[config.mk]
export PLATFORM = sky130hd
export DESIGN_NAME = reg_read_unit
export DESIGN_NICKNAME = d
export VERILOG_FILES = /design/src/rtl/reg_read_unit.sv
export SDC_FILE = /design/constraint.sdc
export NUM_CORES = 1
export LEC_CHECK = 0
export BUFFER_PORTS_ARGS = -buffer_cell sky130_fd_sc_hd__buf_2
export CORE_MARGIN = 8
export CORE_UTILIZATION = 40
export DETAILED_ROUTE_END_ITERATION = 16
export PLACE_DENSITY_LB_ADDON = 0.3
export SKIP_CTS_REPAIR_TIMING = 1
export SYNTH_ARGS = -nofsm -noshare
export SYNTH_HDL_FRONTEND = slang
export SYNTH_SLANG_ARGS = --single-unit
[constraint.sdc]
create_clock -name clk -period 2.6 [get_ports clk]
set_input_delay 0.13 -clock clk [delete_from_list [all_inputs] [get_ports clk]]
set_output_delay 0.13 -clock clk [all_outputs]
set_load 0.1 [all_outputs]
[src/rtl/reg_read_unit.sv]
// Burst reader: streams burstLen+1 consecutive words (index wraps 7->0) out of an 8 x 16-bit register bank.
// Optional macro READ_PARITY_EN adds a registered even-parity output readParity.
module reg_read_unit (
  input  logic         clk,
  input  logic         reset,
  input  logic         readReq,
  input  logic [2:0]   readAddr,
  input  logic [2:0]   burstLen,
  input  logic [127:0] regBank,
  input  logic         readReady,
  output logic [15:0]  readData,
  output logic [2:0]   readIndex,
  output logic         readValid,
  output logic         busy,
  output logic         done
`ifdef READ_PARITY_EN
  ,
  output logic         readParity
`endif
);

  typedef enum logic [1:0] {
    IDLE   = 2'd0,
    STREAM = 2'd1,
    FINISH = 2'd2
  } state_t;

  state_t      state_r, state_s;
  logic [15:0] data_r, data_s;
  logic [2:0]  index_r, index_s;
  logic        valid_r, valid_s;
  logic        busy_r, busy_s;
  logic        done_r, done_s;
  logic [2:0]  remaining_r, remaining_s;
  logic [2:0]  next_index_s;

  function automatic logic [15:0] bank_word(input logic [127:0] bank, input logic [2:0] idx);
    return bank[{idx, 4'd0} +: 16];
  endfunction

  // State register
  always_ff @(posedge clk) begin
    if (reset) begin
      state_r <= IDLE;
    end else begin
      state_r <= state_s;
    end
  end

  // Next-state and next-value logic; the bank is only read on load edges
  always_comb begin
    state_s      = state_r;
    data_s       = data_r;
    index_s      = index_r;
    valid_s      = valid_r;
    remaining_s  = remaining_r;
    next_index_s = index_r + 3'd1;
    case (state_r)
      IDLE: begin
        if (readReq) begin
          state_s     = STREAM;
          data_s      = bank_word(regBank, readAddr);
          index_s     = readAddr;
          valid_s     = 1'b1;
          remaining_s = burstLen;
        end else begin
          state_s = IDLE;
        end
      end
      STREAM: begin
        if (valid_r && readReady) begin
          if (remaining_r != 3'd0) begin
            data_s      = bank_word(regBank, next_index_s);
            index_s     = next_index_s;
            remaining_s = remaining_r - 3'd1;
          end else begin
            valid_s = 1'b0;
            state_s = FINISH;
          end
        end else begin
          state_s = STREAM;
        end
      end
      FINISH: begin
        state_s = IDLE;
      end
      default: begin
        state_s = IDLE;
      end
    endcase
    busy_s = (state_s != IDLE);
    done_s = (state_s == FINISH);
  end

  // Output and burst-tracking registers
  always_ff @(posedge clk) begin
    if (reset) begin
      data_r      <= 16'd0;
      index_r     <= 3'd0;
      valid_r     <= 1'b0;
      busy_r      <= 1'b0;
      done_r      <= 1'b0;
      remaining_r <= 3'd0;
    end else begin
      data_r      <= data_s;
      index_r     <= index_s;
      valid_r     <= valid_s;
      busy_r      <= busy_s;
      done_r      <= done_s;
      remaining_r <= remaining_s;
    end
  end

  assign readData  = data_r;
  assign readIndex = index_r;
  assign readValid = valid_r;
  assign busy      = busy_r;
  assign done      = done_r;

`ifdef READ_PARITY_EN
  logic parity_r;

  function automatic logic parity16(input logic [15:0] word);
    return ^word;
  endfunction

  // Parity tracks data_s so it always matches the word held in readData
  always_ff @(posedge clk) begin
    if (reset) begin
      parity_r <= 1'b0;
    end else begin
      parity_r <= parity16(data_s);
    end
  end

  assign readParity = parity_r;
`endif

endmodule
==> results of run 1 <==
## placed cells by master, fill, tap and decap left out, types with 3 or more instances in the layout
master | netlist | routed
sky130_fd_sc_hd__mux4_1 | 11 | 11
sky130_fd_sc_hd__dfxtp_1 | 27 | 27
sky130_fd_sc_hd__nor2_1 | 11 | 11
sky130_fd_sc_hd__mux4_2 | 21 | 21
sky130_fd_sc_hd__o21ai_0 | 3 | 3
sky130_fd_sc_hd__a22oi_1 | 16 | 16
sky130_fd_sc_hd__buf_4 | 1 | 3
sky130_fd_sc_hd__a21oi_1 | 5 | 5
sky130_fd_sc_hd__inv_1 | 3 | 3
sky130_fd_sc_hd__ha_1 | 3 | 3
sky130_fd_sc_hd__a211oi_1 | 3 | 3
sky130_fd_sc_hd__nand2_1 | 35 | 35
sky130_fd_sc_hd__clkbuf_8 | 0 | 3
sky130_fd_sc_hd__buf_2 | 3 | 159
## worst min-delay path: stages
cell and delay (ns):
sky130_fd_sc_hd__buf_2 0.11, sky130_fd_sc_hd__nand2_1 0.09, sky130_fd_sc_hd__nor4_1 0.05
## Yosys cell counts
cell	count	area share (%)
sky130_fd_sc_hd__buf_6	5	2.8
sky130_fd_sc_hd__nand2b_4	1	0.69
sky130_fd_sc_hd__nand2b_1	1	0.31
sky130_fd_sc_hd__nor4_1	2	0.63
sky130_fd_sc_hd__mux4_1	11	15
sky130_fd_sc_hd__nor3b_1	1	0.38
sky130_fd_sc_hd__mux2i_2	1	0.69
sky130_fd_sc_hd__o32a_2	1	0.57
sky130_fd_sc_hd__dfxtp_1	27	27
sky130_fd_sc_hd__nand2_1	35	6.6
sky130_fd_sc_hd__buf_4	1	0.38
sky130_fd_sc_hd__or2_2	1	0.31
sky130_fd_sc_hd__nor3_4	1	0.82
sky130_fd_sc_hd__mux2i_1	1	0.50
sky130_fd_sc_hd__o21a_1	1	0.38
sky130_fd_sc_hd__buf_2	3	0.75
sky130_fd_sc_hd__nor3b_4	1	0.94
sky130_fd_sc_hd__a21o_2	1	0.44
sky130_fd_sc_hd__mux4_2	21	24
sky130_fd_sc_hd__a22oi_1	16	6.0
sky130_fd_sc_hd__nor3_1	2	0.50
sky130_fd_sc_hd__a211oi_1	3	1.1
sky130_fd_sc_hd__nor2_1	11	2.1
sky130_fd_sc_hd__xor2_1	1	0.44
sky130_fd_sc_hd__clkbuf_1	4	0.75
sky130_fd_sc_hd__ha_1	3	1.9
sky130_fd_sc_hd__a21oi_2	1	0.44
sky130_fd_sc_hd__nand4_1	1	0.31
sky130_fd_sc_hd__nor2b_1	2	0.63
sky130_fd_sc_hd__a21oi_1	5	1.3
sky130_fd_sc_hd__nor3b_2	1	0.63
sky130_fd_sc_hd__inv_1	3	0.57
sky130_fd_sc_hd__o21ai_0	3	0.75
## layout make-up
class | instances | area, um2
Clock buffer | 3 | 41.3
Clock inverter | 1 | 5.00
Fill cell | 422 | 1850
Inverter | 3 | 11.3
Multi-Input combinational cell | 129 | 1370
Sequential cell | 27 | 541
Tap cell | 67 | 83.8
Timing Repair Buffer | 164 | 858
## stage by stage
stage | cells | setup slack [ns]
3_3_place_gp | 390 | 0.513
2_1_floorplan | 172 | 0.0436
3_5_place_dp | 390 | 0.443
6_report | 394 | 0.469
5_1_grt | 394 | 0.235
4_1_cts | 394 | 0.409
## flip-flops by register name, summed over array words and instances, names as in the netlist
register     flops
readValid        1
state_r          2
readData        16
done             1
remaining_r      3
busy             1
readIndex        3
## cell families (layout without fill, tap and decap cells)
kind of cell	Yosys count	in the layout	share of synthesized area [%]
simple gates	60	60	14.8
flops	27	27	27.1
fa+ha+maj	3	3	1.88
compound gates	31	31	11.0
mux	34	34	39.4
buf+inv	16	171	5.28
xor+xnor	1	1	0.440
## how the worst max path moves through the flow
stage,from,end,slack (ns),cells after the start
finish,remaining_r[0],readData[13],0.47,7
global route,remaining_r[0],readData[2],0.24,7
CTS,remaining_r[0],readData[13],0.41,7
detailed placement,remaining_r[0],readData[13],0.44,7
global placement,state_r[0],readData[11],0.51,6
floorplan,readIndex[0],readData[0],0.04,6
## routing by layer
metal | global-route usage, % | up-vias
li1 | - | 987
met1 | 20.9 | 1002
met2 | 35.0 | 100
met3 | 8.41 | 12
met4 | 4.54 | 0
met5 | 0 | -
## power by group through the flow
stage               Combinational (uW)  Sequential [uW]  Clock (uW)
floorplan                          313              756           0
global placement                   768              491           0
detailed placement                 781              492           0
CTS                                782              483         244
global route                       823              490         260
finish                             776              483         233
==> results.env, run 1 <==
POWER_SWITCHING_SHARE_PCT=42.2
SETUP-VIOLATIONS-FINAL=0
FP.DIEH_UM=86.6
DIE_AREA_MM2=0.00749
CRITPATHMAXSTAGEDELAY_NS=0.90
WL_MET2_UM=3880
PERIOD_MINUS_SLACK_NS=2.13
INITIALDRTVIOLATIONCOUNT=57
PORT_BUFFERS=159
CRIT_PATH_START_KIND='flip-flop'
MAXUSEDROUTINGLAYER='met4'
CLOCK_TREE_FROM_TRITONCTS='yes'
ROUTED-WL-MET3_UM=677
SYNTH.FF_LATCH_COUNT=27
MIN-DELAY-START='readReady'
ROW_COUNT=25
POWER_FRAC_COMB_PCT=52.0
WHS_NS=0.158
POWER.DENSITY_mW_PER_MM2=513
CRIT_PATH_MAX_FANOUT=16
CLOCK_POWER_SHARE_PCT=15.6
LAYOUT-DRIVE-GT1-SHARE_PCT=60.9
OUTCOME='finished, final reports clean'
POWER.NET_SWITCHING_uW=629
FINAL.PERIOD_UTILIZATION_PCT=82.0
DESIGN.FINAL.NETS=469
GROUTE.USAGE.OVERALL_PCT=19.7
TNS_NS=0
VDD_DROP_MAX_mV=0.266
ROUTED_VIAS=2101
INITIAL_CORE_UTIL_PCT=41.9
DRTANTENNAVIOLNETS=0
CLKSLEWWORSTSETUPHOLDPATHS_NS=0.09
DETAIL_ROUTE.WIRELENGTH.MET1_UM=2640
ANTENNA_FOUND_INITIAL=0
DRT_PASS1_ITERATIONS=4
POWER.SHARE.SEQUENTIAL_PCT=32.4
CRITICAL_PATH_CLASS='flip-flop to flip-flop'
CP_CELL_SEQUENCE='inv_1 > ha_1 > nor2b_1 > o32a_2 > nor2b_1 > nand2_1 > nand2_1'
MAXCLOCKFREQUENCY_GHz=0.469
HOLDPATHEND='state_r[1]'
GPL.FINAL_WEIGHTED_CONGESTION=0.818
GLOBAL_ROUTE_WIRE_LENGTH_BEFORE_REPAIR_UM=11700
YS_SEQ_AREA_SHARE_PCT=27.1
MAX_CAP_VIOLS=0
POSTLAYOUTCELLAREA_MM2=0.00291
TIMING.FINAL.HOLD_VIOLATIONS=0
TIMING.FINAL.MAX_SLEW_VIOLATIONS=0
FIN_WORST_SKEW_NS=0.00226
WORST_R2R_STARTPOINT='remaining_r[0]'
CTS-HTREE-LEVELS=1
FINAL_CORE_UTILIZATION_PCT=61.1
DIE_W_UM=86.6
MIN_PATH_TYPE='input pin to flip-flop'
P_LEAK_uW=0.00146
POST-DP-HPWL_UM=6180
NETLIST-CELL-TYPE-COUNT=33
POSTPLACECELLAREA_MM2=0.00286
GRT_START_MAX_NET_PINS=34
WORST-PATH-BUF-INV=1
CP_DATA_ARRIVAL_TIME_NS=2.35
GLOBALROUTEOVERFLOWTOTAL=0
SYNTH_AREA_MM2=0.00199
ROUTE.DETAILED.VIAS_PER_INST=5.33
TIMING_WORST_SLEW_PIN_VALUE_NS=1.16
TOP_DELAY_FAMILY_ON_CRIT_PATH='simple AND/OR/NAND/NOR gates'
FLOORPLAN.IO_PINS=160
NUMCTSBUFFERS=3
FIRST_GLOBAL_VIAS=2309
SYNTH_FP_NETS=313
DRC=0
CRIT-REG2REG-CAPTURE='readData[13]'
YOSYS_WARNINGS=0
MIN_DELAY_PATH_DEPTH=3
CLK_LATENCY_NS=0.27
POWER_REPORT.INTERNAL_TOTAL_uW=862
DIODES=0
MAX_SLEW_MARGIN_PCT=22.8
TIMING.CRITICAL_PATH.SLOWEST_STAGE_CELL='sky130_fd_sc_hd__nor2b_1'
SYNTHESIS.AREA_PER_INSTANCE_UM2=11.6
CTS.SINKS=27
TOTALWIRELENGTH_UM=7330
CTS_MAX_PATH_BUFFERS=2
WORST_EP_REQUIRED_TIME_NS=2.81
SYN-INSTANCE-COUNT=172
CORE_REGION_AREA_MM2=0.00475
REG2REG_DEPTH=7
GRT_SETUP_UNREPAIRED='false'
AREA_GROWTH_PCT=45.9
CTS-ROOT-BUF='sky130_fd_sc_hd__clkbuf_8'
REPORT.POWER.TOTAL_uW=1490
TIMING.CRITICAL_PATH.TO_TYPE='flip-flop'
DRT-WIRELENGTH-PER-CELL_UM=18.6
RRSETUPSLACK_NS=0.47
Note: power is estimated with default switching activity, not from simulation.
==> run 2: changes to the inputs <==
--- a/config.mk
+++ b/config.mk
@@ -5,6 +5,7 @@
 export SDC_FILE = /design/constraint.sdc
 export NUM_CORES = 1
 export LEC_CHECK = 0
+export ABC_AREA = 1
 export BUFFER_PORTS_ARGS = -buffer_cell sky130_fd_sc_hd__buf_2
 export CORE_MARGIN = 8
 export CORE_UTILIZATION = 40
==> constraint.sdc (replaced) <==
create_clock -name clk -period 1.9 [get_ports clk]
set_input_delay 0.095 -clock clk [delete_from_list [all_inputs] [get_ports clk]]
set_output_delay 0.095 -clock clk [all_outputs]
set_load 0.1 [all_outputs]
==> results.env, run 2 <==
DIE_AREA_MM2=0.0101
DRC=0
AREA_GROWTH_PCT=30.6
TOP_POST_SYNTHESIS_CELLS_BY_COUNT='194 x sky130_fd_sc_hd__nand3_1, 117 x sky130_fd_sc_hd__nand2_1, 93 x sky130_fd_sc_hd__inv_1'
FIN_WORST_SKEW_NS=0.00666
FLOORPLAN.IO_PINS=160
DRT-WIRELENGTH-PER-CELL_UM=14.4
POST-DP-HPWL_UM=8540
MAX_SLEW_MARGIN_PCT=56.3
CLOCK_TREE_FROM_TRITONCTS='yes'
FP.DIEH_UM=101
SYN-INSTANCE-COUNT=506
CTS-ROOT-BUF='sky130_fd_sc_hd__clkbuf_8'
DIODES=0
SYNTH_TOP_AREA_SHARE_PCT=33.9
VDD_DROP_MAX_mV=0.422
GROUTE.USAGE.OVERALL_PCT=20.2
MAX_CAP_VIOLS=0
CRIT_PATH_START_KIND='flip-flop'
CLK_LATENCY_NS=0.28
ANTENNA_FOUND_INITIAL=0
FIRST_GLOBAL_VIAS=3636
SYNTH_AREA_MM2=0.00286
SETUP-VIOLATIONS-FINAL=0
PORT_BUFFERS=159
P_LEAK_uW=0.00232
POST_SYNTH_MAIN_AREA_CONTRIBUTORS='sky130_fd_sc_hd__nand3_1 34%, sky130_fd_sc_hd__dfxtp_1 19%, sky130_fd_sc_hd__nand2_1 15%'
NUMCTSBUFFERS=3
TOTALWIRELENGTH_UM=10800
CRIT_PATH_MAX_FANOUT=15
GRT_START_MAX_NET_PINS=49
LAYOUT-DRIVE-GT1-SHARE_PCT=30.9
SYNTH_EDF_COUNT=0
POWER_SWITCHING_SHARE_PCT=51.4
DIE_W_UM=101
POSTLAYOUTCELLAREA_MM2=0.00374
SYNTH.FF_LATCH_COUNT=27
LARGEST_REGISTER_FFS=16
LAYOUT_COMMON_CELLS='193 x sky130_fd_sc_hd__nand3_1, 159 x sky130_fd_sc_hd__buf_2, 117 x sky130_fd_sc_hd__nand2_1'
GLOBALROUTEOVERFLOWTOTAL=0
GPL.FINAL_WEIGHTED_CONGESTION=0.861
TIMING_WORST_SLEW_PIN_VALUE_NS=0.654
FINAL.PERIOD_UTILIZATION_PCT=92.0
POWER_REPORT.INTERNAL_TOTAL_uW=1240
DRT_PASS1_ITERATIONS=4
INITIALDRTVIOLATIONCOUNT=176
MIN_PATH_TYPE='input pin to flip-flop'
SYNTH_FP_NETS=647
TIMING.CRITICAL_PATH.TO_TYPE='flip-flop'
POWER.NET_SWITCHING_uW=1310
MIN_DELAY_PATH_DEPTH=3
YOSYS_WARNINGS=0
CP_DATA_ARRIVAL_TIME_NS=1.98
NETLIST-CELL-TYPE-COUNT=23
WORST_EP_REQUIRED_TIME_NS=2.13
CTS.SINKS=27
CLOCK_POWER_SHARE_PCT=13.5
WHS_NS=0.0560
INITIAL_CORE_UTIL_PCT=40.3
TIMING.FINAL.HOLD_VIOLATIONS=0
YOSYSMOSTFREQUENTCELL='sky130_fd_sc_hd__nand3_1'
CTS_MAX_PATH_BUFFERS=2
DESIGN.FINAL.NETS=793
ROUTE.DETAILED.VIAS_PER_INST=4.97
ROW_COUNT=31
OUTCOME='finished, final reports clean'
POWER.SHARE.SEQUENTIAL_PCT=26.9
DRTANTENNAVIOLNETS=0
POWER.DENSITY_mW_PER_MM2=682
PROPORTION_OF_SYNTHESIZED_FLIP_FLOPS_HAVING_ASYNCHRONOUS_SET_OR_RESET_PCT=0
REG2REG_DEPTH=11
YOSYS.AREA.TOP_TYPE='sky130_fd_sc_hd__nand3_1'
POWER_FRAC_COMB_PCT=59.6
LAYOUT.CELLS.MOST_COMMON='sky130_fd_sc_hd__nand3_1'
TIMING.FINAL.MAX_SLEW_VIOLATIONS=0
CRITICAL_PATH_CLASS='flip-flop to flip-flop'
CLKSLEWWORSTSETUPHOLDPATHS_NS=0.10
POSTPLACECELLAREA_MM2=0.00366
CTS-HTREE-LEVELS=1
SYNTHESIS.AREA_PER_INSTANCE_UM2=5.66
CORE_REGION_AREA_MM2=0.00710
YS_SEQ_AREA_SHARE_PCT=18.9
MAXCLOCKFREQUENCY_GHz=0.572
GLOBAL_ROUTE_WIRE_LENGTH_BEFORE_REPAIR_UM=16900
PERIOD_MINUS_SLACK_NS=1.75
ROUTED_VIAS=3730
DOMINANTREGCELLSYNTH='sky130_fd_sc_hd__dfxtp_1'
-- run 2: cells by family (layout without fill, tap and decap cells) --
group / count (synthesis) / count (layout) / synth area share (%)
fa+ha+maj: 3 / 3 / 1.31
compound gates: 17 / 17 / 3.45
flops: 27 / 27 / 18.9
simple gates: 328 / 330 / 54.1
buf+inv: 131 / 274 / 22.2
-- run 2: layer usage --
metal | vias to the layer above | share of wire [%] | track usage, %
met5 | - | 0 | 0
met3 | 20 | 6.8 | 3.80
met2 | 137 | 51 | 36.8
met4 | 0 | 2.5 | 6.28
met1 | 1669 | 40 | 23.1
li1 | 1904 | - | -
-- run 2: final timing paths --
path	startpoint	to	slack, ns
min reg2reg	readValid	readValid	0.48
min	burstLen[1]	remaining_r[1]	0.06
max reg2reg	remaining_r[0]	readData[7]	0.15
max	remaining_r[0]	readData[7]	0.15
-- run 2: cell type report --
cell class	instances	area, um2
clock inverters	1	5.00
multi-input cells	350	1730
inverters	96	363
clock buffers	3	41.3
repair buffers	174	933
well taps	99	124
fillers	775	3360
flip-flops and latches	27	548
-- run 2: per-stage QoR --
| step | TNS [ns] | total power, uW | util, % | setup WS, ns | std cells |
|---|---|---|---|---|---|
| after CTS | 0 | 2530 | 52.2 | 0.0833 | 748 |
| after detailed placement | 0 | 2190 | 51.5 | 0.116 | 744 |
| after floorplan | 0 | 1840 | - | 0.00816 | 506 |
| after global placement | 0 | 2180 | 51.5 | 0.164 | 744 |
| final | 0 | 2550 | 52.7 | 0.152 | 750 |
| after global routing | -0.0197 | 2730 | 52.7 | -0.0114 | 750 |
-- run 2: worst max-delay path, stage by stage, from the launching register on --
cell and delay [ns]:
sky130_fd_sc_hd__dfxtp_1 0.33, sky130_fd_sc_hd__inv_1 0.10, sky130_fd_sc_hd__ha_1 0.16, sky130_fd_sc_hd__inv_1 0.04
sky130_fd_sc_hd__nor2_1 0.17, sky130_fd_sc_hd__nand2_1 0.17, sky130_fd_sc_hd__nand2_8 0.22, sky130_fd_sc_hd__buf_4 0.21
sky130_fd_sc_hd__nand2_1 0.06, sky130_fd_sc_hd__nand3_1 0.08, sky130_fd_sc_hd__nand2_1 0.06, sky130_fd_sc_hd__inv_1 0.09
-- run 2: power by group through the flow --
stage / Sequential [uW] / Combinational (uW) / Clock [uW]
floorplan: 1110 / 728 / 0
global placement: 696 / 1480 / 0
detailed placement: 698 / 1490 / 0
CTS: 686 / 1500 / 345
global route: 696 / 1660 / 365
finish: 687 / 1520 / 344
